==> config.mk <==
export PLATFORM = sky130hd
export DESIGN_NAME = addsub_pipe
export DESIGN_NICKNAME = d
export VERILOG_FILES = /design/src/rtl/addsub_pipe.sv
export SDC_FILE = /design/constraint.sdc
export NUM_CORES = 1
export LEC_CHECK = 0
export CAP_MARGIN = 10
export CORE_MARGIN = 2
export CORE_UTILIZATION = 30
export CTS_BUF_LIST = sky130_fd_sc_hd__clkbuf_4 sky130_fd_sc_hd__clkbuf_8
export DETAILED_ROUTE_END_ITERATION = 8
export PLACE_DENSITY = 0.54
export SLEW_MARGIN = 20
export SYNTH_ARGS = -nofsm -noshare
export SYNTH_HDL_FRONTEND = slang
export SYNTH_SLANG_ARGS = --single-unit
==> constraint.sdc <==
create_clock -name clk -period 11.05 [get_ports clk]
set_input_delay 1.105 -clock clk [delete_from_list [all_inputs] [get_ports clk]]
set_output_delay 1.105 -clock clk [all_outputs]
set_load 0.01 [all_outputs]
==> src/rtl/addsub_pipe.sv <==
// addsub_pipe: chunked, carry-pipelined adder/subtractor with valid/ready
// handshaking on both sides.
//
// Rank 0 captures the operands. It holds a and the effective b (b already
// inverted for subtraction), with sub as the carry-in. Stage k then adds
// chunk k and writes the result into the next rank. Each rank carries one
// merged vector: the sum chunks completed so far sit in the low bits, and
// the operand chunks still waiting to be added sit in the high bits.
// The whole pipeline advances together whenever the output is free or
// being drained.
module addsub_pipe #(
  parameter int WIDTH = 16,
  parameter int CHUNK = 4,
  parameter int SAT   = 0
) (
  input  logic             clk,
  input  logic             rst,
  input  logic             in_valid,
  output logic             in_ready,
  input  logic [WIDTH-1:0] a,
  input  logic [WIDTH-1:0] b,
  input  logic             sub,
  output logic             out_valid,
  input  logic             out_ready,
  output logic [WIDTH-1:0] s,
  output logic             cout,
  output logic             ovf
);

  localparam int STAGES = WIDTH / CHUNK;

  localparam logic [WIDTH-1:0] POS_LIM = {1'b0, {(WIDTH-1){1'b1}}};
  localparam logic [WIDTH-1:0] NEG_LIM = {1'b1, {(WIDTH-1){1'b0}}};

  // Rank r holds the transaction after r chunks have been added.
  // Rank STAGES is the presented result.
  logic             r_v   [0:STAGES];
  logic [WIDTH-1:0] r_x   [0:STAGES];
  logic [WIDTH-1:0] r_y   [0:STAGES-1];
  logic             r_c   [0:STAGES];
  logic             r_sub [0:STAGES];
  logic             r_ovf;
  logic             r_yneg;

  logic [CHUNK-1:0] w_sum [0:STAGES-1];
  logic             w_co  [0:STAGES-1];
  logic [WIDTH-1:0] w_xn  [0:STAGES-1];
  logic [WIDTH-1:0] w_beff;
  logic             w_cmsb;
  logic             w_ovf;
  logic             w_en;

  assign w_en      = !out_valid || out_ready;
  assign in_ready  = w_en;
  assign out_valid = r_v[STAGES];
  assign w_beff    = b ^ {WIDTH{sub}};

  // Per-stage chunk adders; each one splices its sum chunk into the merged vector.
  always_comb begin
    for (int unsigned k = 0; k < STAGES; k++) begin
      {w_co[k], w_sum[k]} = {1'b0, r_x[k][k*CHUNK +: CHUNK]}
                          + {1'b0, r_y[k][k*CHUNK +: CHUNK]}
                          + {{CHUNK{1'b0}}, r_c[k]};
      w_xn[k] = r_x[k];
      w_xn[k][k*CHUNK +: CHUNK] = w_sum[k];
    end
  end

  // Carry into the MSB is recovered from the MSB sum bit and its operand bits.
  assign w_cmsb = w_sum[STAGES-1][CHUNK-1] ^ r_x[STAGES-1][WIDTH-1]
                ^ r_y[STAGES-1][WIDTH-1];
  assign w_ovf  = w_cmsb ^ w_co[STAGES-1];

  // Pipeline ranks: capture on accept, shift everything when enabled, clear on reset.
  always_ff @(posedge clk or posedge rst) begin
    if (rst) begin
      for (int unsigned k = 0; k <= STAGES; k++) begin
        r_v[k]   <= 1'b0;
        r_x[k]   <= '0;
        r_c[k]   <= 1'b0;
        r_sub[k] <= 1'b0;
      end
      for (int unsigned k = 0; k < STAGES; k++) begin
        r_y[k] <= '0;
      end
      r_ovf  <= 1'b0;
      r_yneg <= 1'b0;
    end else if (w_en) begin
      r_v[0]   <= in_valid;
      r_x[0]   <= a;
      r_y[0]   <= w_beff;
      r_c[0]   <= sub;
      r_sub[0] <= sub;
      for (int unsigned k = 0; k < STAGES; k++) begin
        r_v[k+1]   <= r_v[k];
        r_x[k+1]   <= w_xn[k];
        r_c[k+1]   <= w_co[k];
        r_sub[k+1] <= r_sub[k];
      end
      for (int unsigned k = 0; k + 1 < STAGES; k++) begin
        r_y[k+1] <= r_y[k];
      end
      r_ovf  <= w_ovf;
      r_yneg <= r_y[STAGES-1][WIDTH-1];
    end
  end

  assign cout = r_sub[STAGES] ^ r_c[STAGES];
  assign ovf  = r_ovf;

  // Result, clamped toward the sign of the effective b when saturating on overflow.
  always_comb begin
    s = r_x[STAGES];
    if ((SAT != 0) && r_ovf) begin
      s = r_yneg ? NEG_LIM : POS_LIM;
    end
  end

endmodule

==> flow_summary.yaml <==
sta:
  hold_slack_ps: 461.8
  slew_violations: 0
  setup_tns_ps: 0
  layout_setup_ws_ps: 6895
  final_setup_vio_count: 0
  rsz0062_at_grt: "false"
  pin_slew_with_the_least_headroom_to_its_limit_ps: 968.6
  fmax_ghz: 0.2407
  timing.final.hold_violations: 0
  skew_ps: 8.255
  final.min_clock_period_ps: 4155
  min_period_over_period_pct: 37.60
  maxSlewHeadroom_pct: 35.22
routing:
  vias: 3834
  first_iter_violations: 273
  routed_via_density: 4.092
  firstDrtPassIters: 5
  route.detailed.wl_per_inst_um: 11.10
  antenna_violating_nets_post_route: 0
  drt_drc_violations_left: 0
  totalWireLength_um: 10400
critical_path:
  critical-path-top-delay-family: "buffers and inverters"
  timing.setup.critical_path_class: "in2out"
  path_cells: "clkdlybuf4s50_1, nor2b_4, inv_4, clkdlybuf4s50_1"
  critPathMostFrequentCell: "clkdlybuf4s50_1"
  path_max_fanout: 47
  cp_slowest_stage_delay_ps: 580
  timing.critical_path.from_type: "primary input"
  worstPathArrival_ps: 3050
  crit_slowest_cell: "clkdlybuf4s50_1"
  worstSetupEndpointType: "output pin"
  cp.required_ps: 9950
  worstPathBufferInverterCount: 3
global_route:
  overflow: 0
  number_of_antenna_violations_at_the_first_check_in_global_routing: 0
  met3_usage_pct: 3.466
  pin_count_of_the_biggest_net_entering_global_routing: 115
  first_global_vias: 3831
  wire_length_of_the_first_global_routing_pass_um: 18310
  grt.busiest_layer: "met2"
  grt_use_met1_pct: 15.20
  globalRouteTotalUtil_pct: 11.19
  grt.met2_usage_pct: 16.67
synthesis:
  area_share_of_the_largest_cell_type_after_synthesis_pct: 57.72
  synth.most_common_cell: "nand2_1"
  ys_top_cells_by_area: "dfrtp_1 58%, nand2_1 20%, buf_4 3.5%"
  synthesis.nets: 687
  synth_cells: 630
  netlist-cell-type-count: 22
  async_reset_ff_share_pct: 100.0
  synth.cells.most_frequent: "311 x nand2_1, 135 x dfrtp_1, 31 x o21ai_0"
  synth_area_um2: 5853
  postSynth.topFlopCell: "dfrtp_1"
  number_of_enable_flip_flop_cells_after_synthesis: 0
  synthesis_warning_total: 0
  postSynthRegisterBits: 135
  mean_syn_cell_area_um2: 9.291
  synthDominantAreaCellType: "dfrtp_1"
  synth.yosys.seq_area_share_pct: 57.72
floorplanning:
  io_pins: 57
  die_h_um: 143.7
  initial_core_util_pct: 30.27
  die-area_um2: 20640
  fp.coreArea_um2: 19330
  dieWidth_um: 143.7
  placement_rows: 51
job:
  cap_violations: 0
layout:
  final_nets: 717
  finalNonFillerCells: 937
  layout-drive-gt1-share_pct: 5.655
  syn_to_final_growth_pct: 17.55
  antenna_cells: 0
hold_path:
  hold_path_class: "reg2reg"
placement:
  numPlacedInstances: 906
  dp_slack_ps: 6878
  dp_hpwl_um: 6593
  gp_congestion: 0.6874
  port_buffers: 56
clock_tree:
  cts-buffers-inserted: 17
  clock_tree.htree_level_count: 4
  cts_post_setup_buffers_inserted: 0
  clock-sinks: 135
  worst_setup_hold_path_clk_slew_ps: 70
  cts_tree: "yes"
  cts.path.max_buffers: 2
  insertion_delay_ps: 420
  hold_buffers: 0
  postCtsResizedCells: 0
  root_buffer: "clkbuf_8"
power_and_ir_drop:
  vdd_ir_drop_max_mv: 0.08508
  power.leakage_nw: 3.381
  power_density_nw_per_um2: 279.9
status:
  status: "finished clean"
worst register-to-register path, stage by stage, from the launching register on:
cell and delay [ps]:
dfrtp_1 340, nor2b_4 560, inv_4 360, buf_4 510, nor2_1 220, a21oi_1 50
layout by cell type (no fill, tap or decap):
cell type,instances
nor2b_4,1
a22oi_1,1
xor2_1,8
dfrtp_1,135
a21oi_1,14
inv_1,13
nor2b_1,3
ha_1,12
fa_1,8
inv_6,1
clkbuf_8,21
o21ai_1,1
clkbuf_4,1
o21ai_0,31
a21oi_2,1
xnor2_1,20
nor2_1,15
bufinv_16,3
clkinvlp_4,1
buf_4,2
inv_4,1
nand2_1,311
nand2b_1,2
clkinv_2,5
buf_6,1
clkdlybuf4s50_1,56
a21o_1,4
final timing paths:
kind	startpoint	end	slack, ps	cells after the start
setup / recovery	out_ready	in_ready	6900	4
setup reg to reg	out_valid	r_x[37]	8850	5
min in group asynchronous	rst	r_x[57]	1120	2
hold / removal	r_v[1]	r_v[1]	460	2
max in group asynchronous	rst	r_x[47]	8570	3
hold reg to reg	r_v[1]	r_v[1]	460	2
registers in the layout (all words and copies together), names as in the netlist:
signal     cells
r_x           64
r_y           40
s             16
r_sub          5
r_c            4
r_v            4
out_valid      1
ovf            1
where the power goes:
| group | switching [mW] | internal [mW] | leakage [nW] | total (mW) |
|---|---|---|---|---|
| clock network | 0.177 | 0.247 | 0.218 | 0.423 |
| logic | 0.365 | 0.299 | 1.53 | 0.664 |
| registers | 0.121 | 0.717 | 1.63 | 0.838 |
| total | 0.662 | 1.26 | 3.38 | 1.93 |
cell type report:
type / instances / area, um^2
clock buffer: 22 / 296.5
tap: 265 / 331.6
clock inverter: 9 / 122.6
multi-input combinational: 432 / 2101
sequential: 135 / 3378
fill: 1993 / 12450
timing repair buffer: 59 / 586.8
inverter: 15 / 63.81
per-stage QoR:
step / power (mW) / area (um^2) / utilization (%)
after detailed placement: 1.529 / 6457 / 33.40
after global placement: 1.509 / 6457 / 33.40
after floorplan: 1.358 / 5853 / -
final: 1.926 / 6880 / 35.59
after global routing: 2.107 / 6880 / 35.59
after CTS: 1.961 / 6877 / 35.57
cell families (layout without fill, tap and decap cells):
logic type | Yosys count | count (layout) | share of synthesized area [%]
AOI/OAI and AO/OA | 52 | 52 | 4.724
xor gates and xnor gates | 28 | 28 | 4.190
adders and majority gates | 20 | 20 | 5.301
buffers and inverters | 63 | 105 | 6.477
DFF | 135 | 135 | 57.72
and+or+nand+nor | 332 | 332 | 21.59
layer usage:
layer,up-vias,wire [um],part of all wire (%)
li1,1987,-,-
met1,1757,5464,53
met2,75,4260,41
met3,15,502,4.8
met4,0,176,1.7
met5,-,0,0
Note: power is estimated with default switching activity, not from simulation.
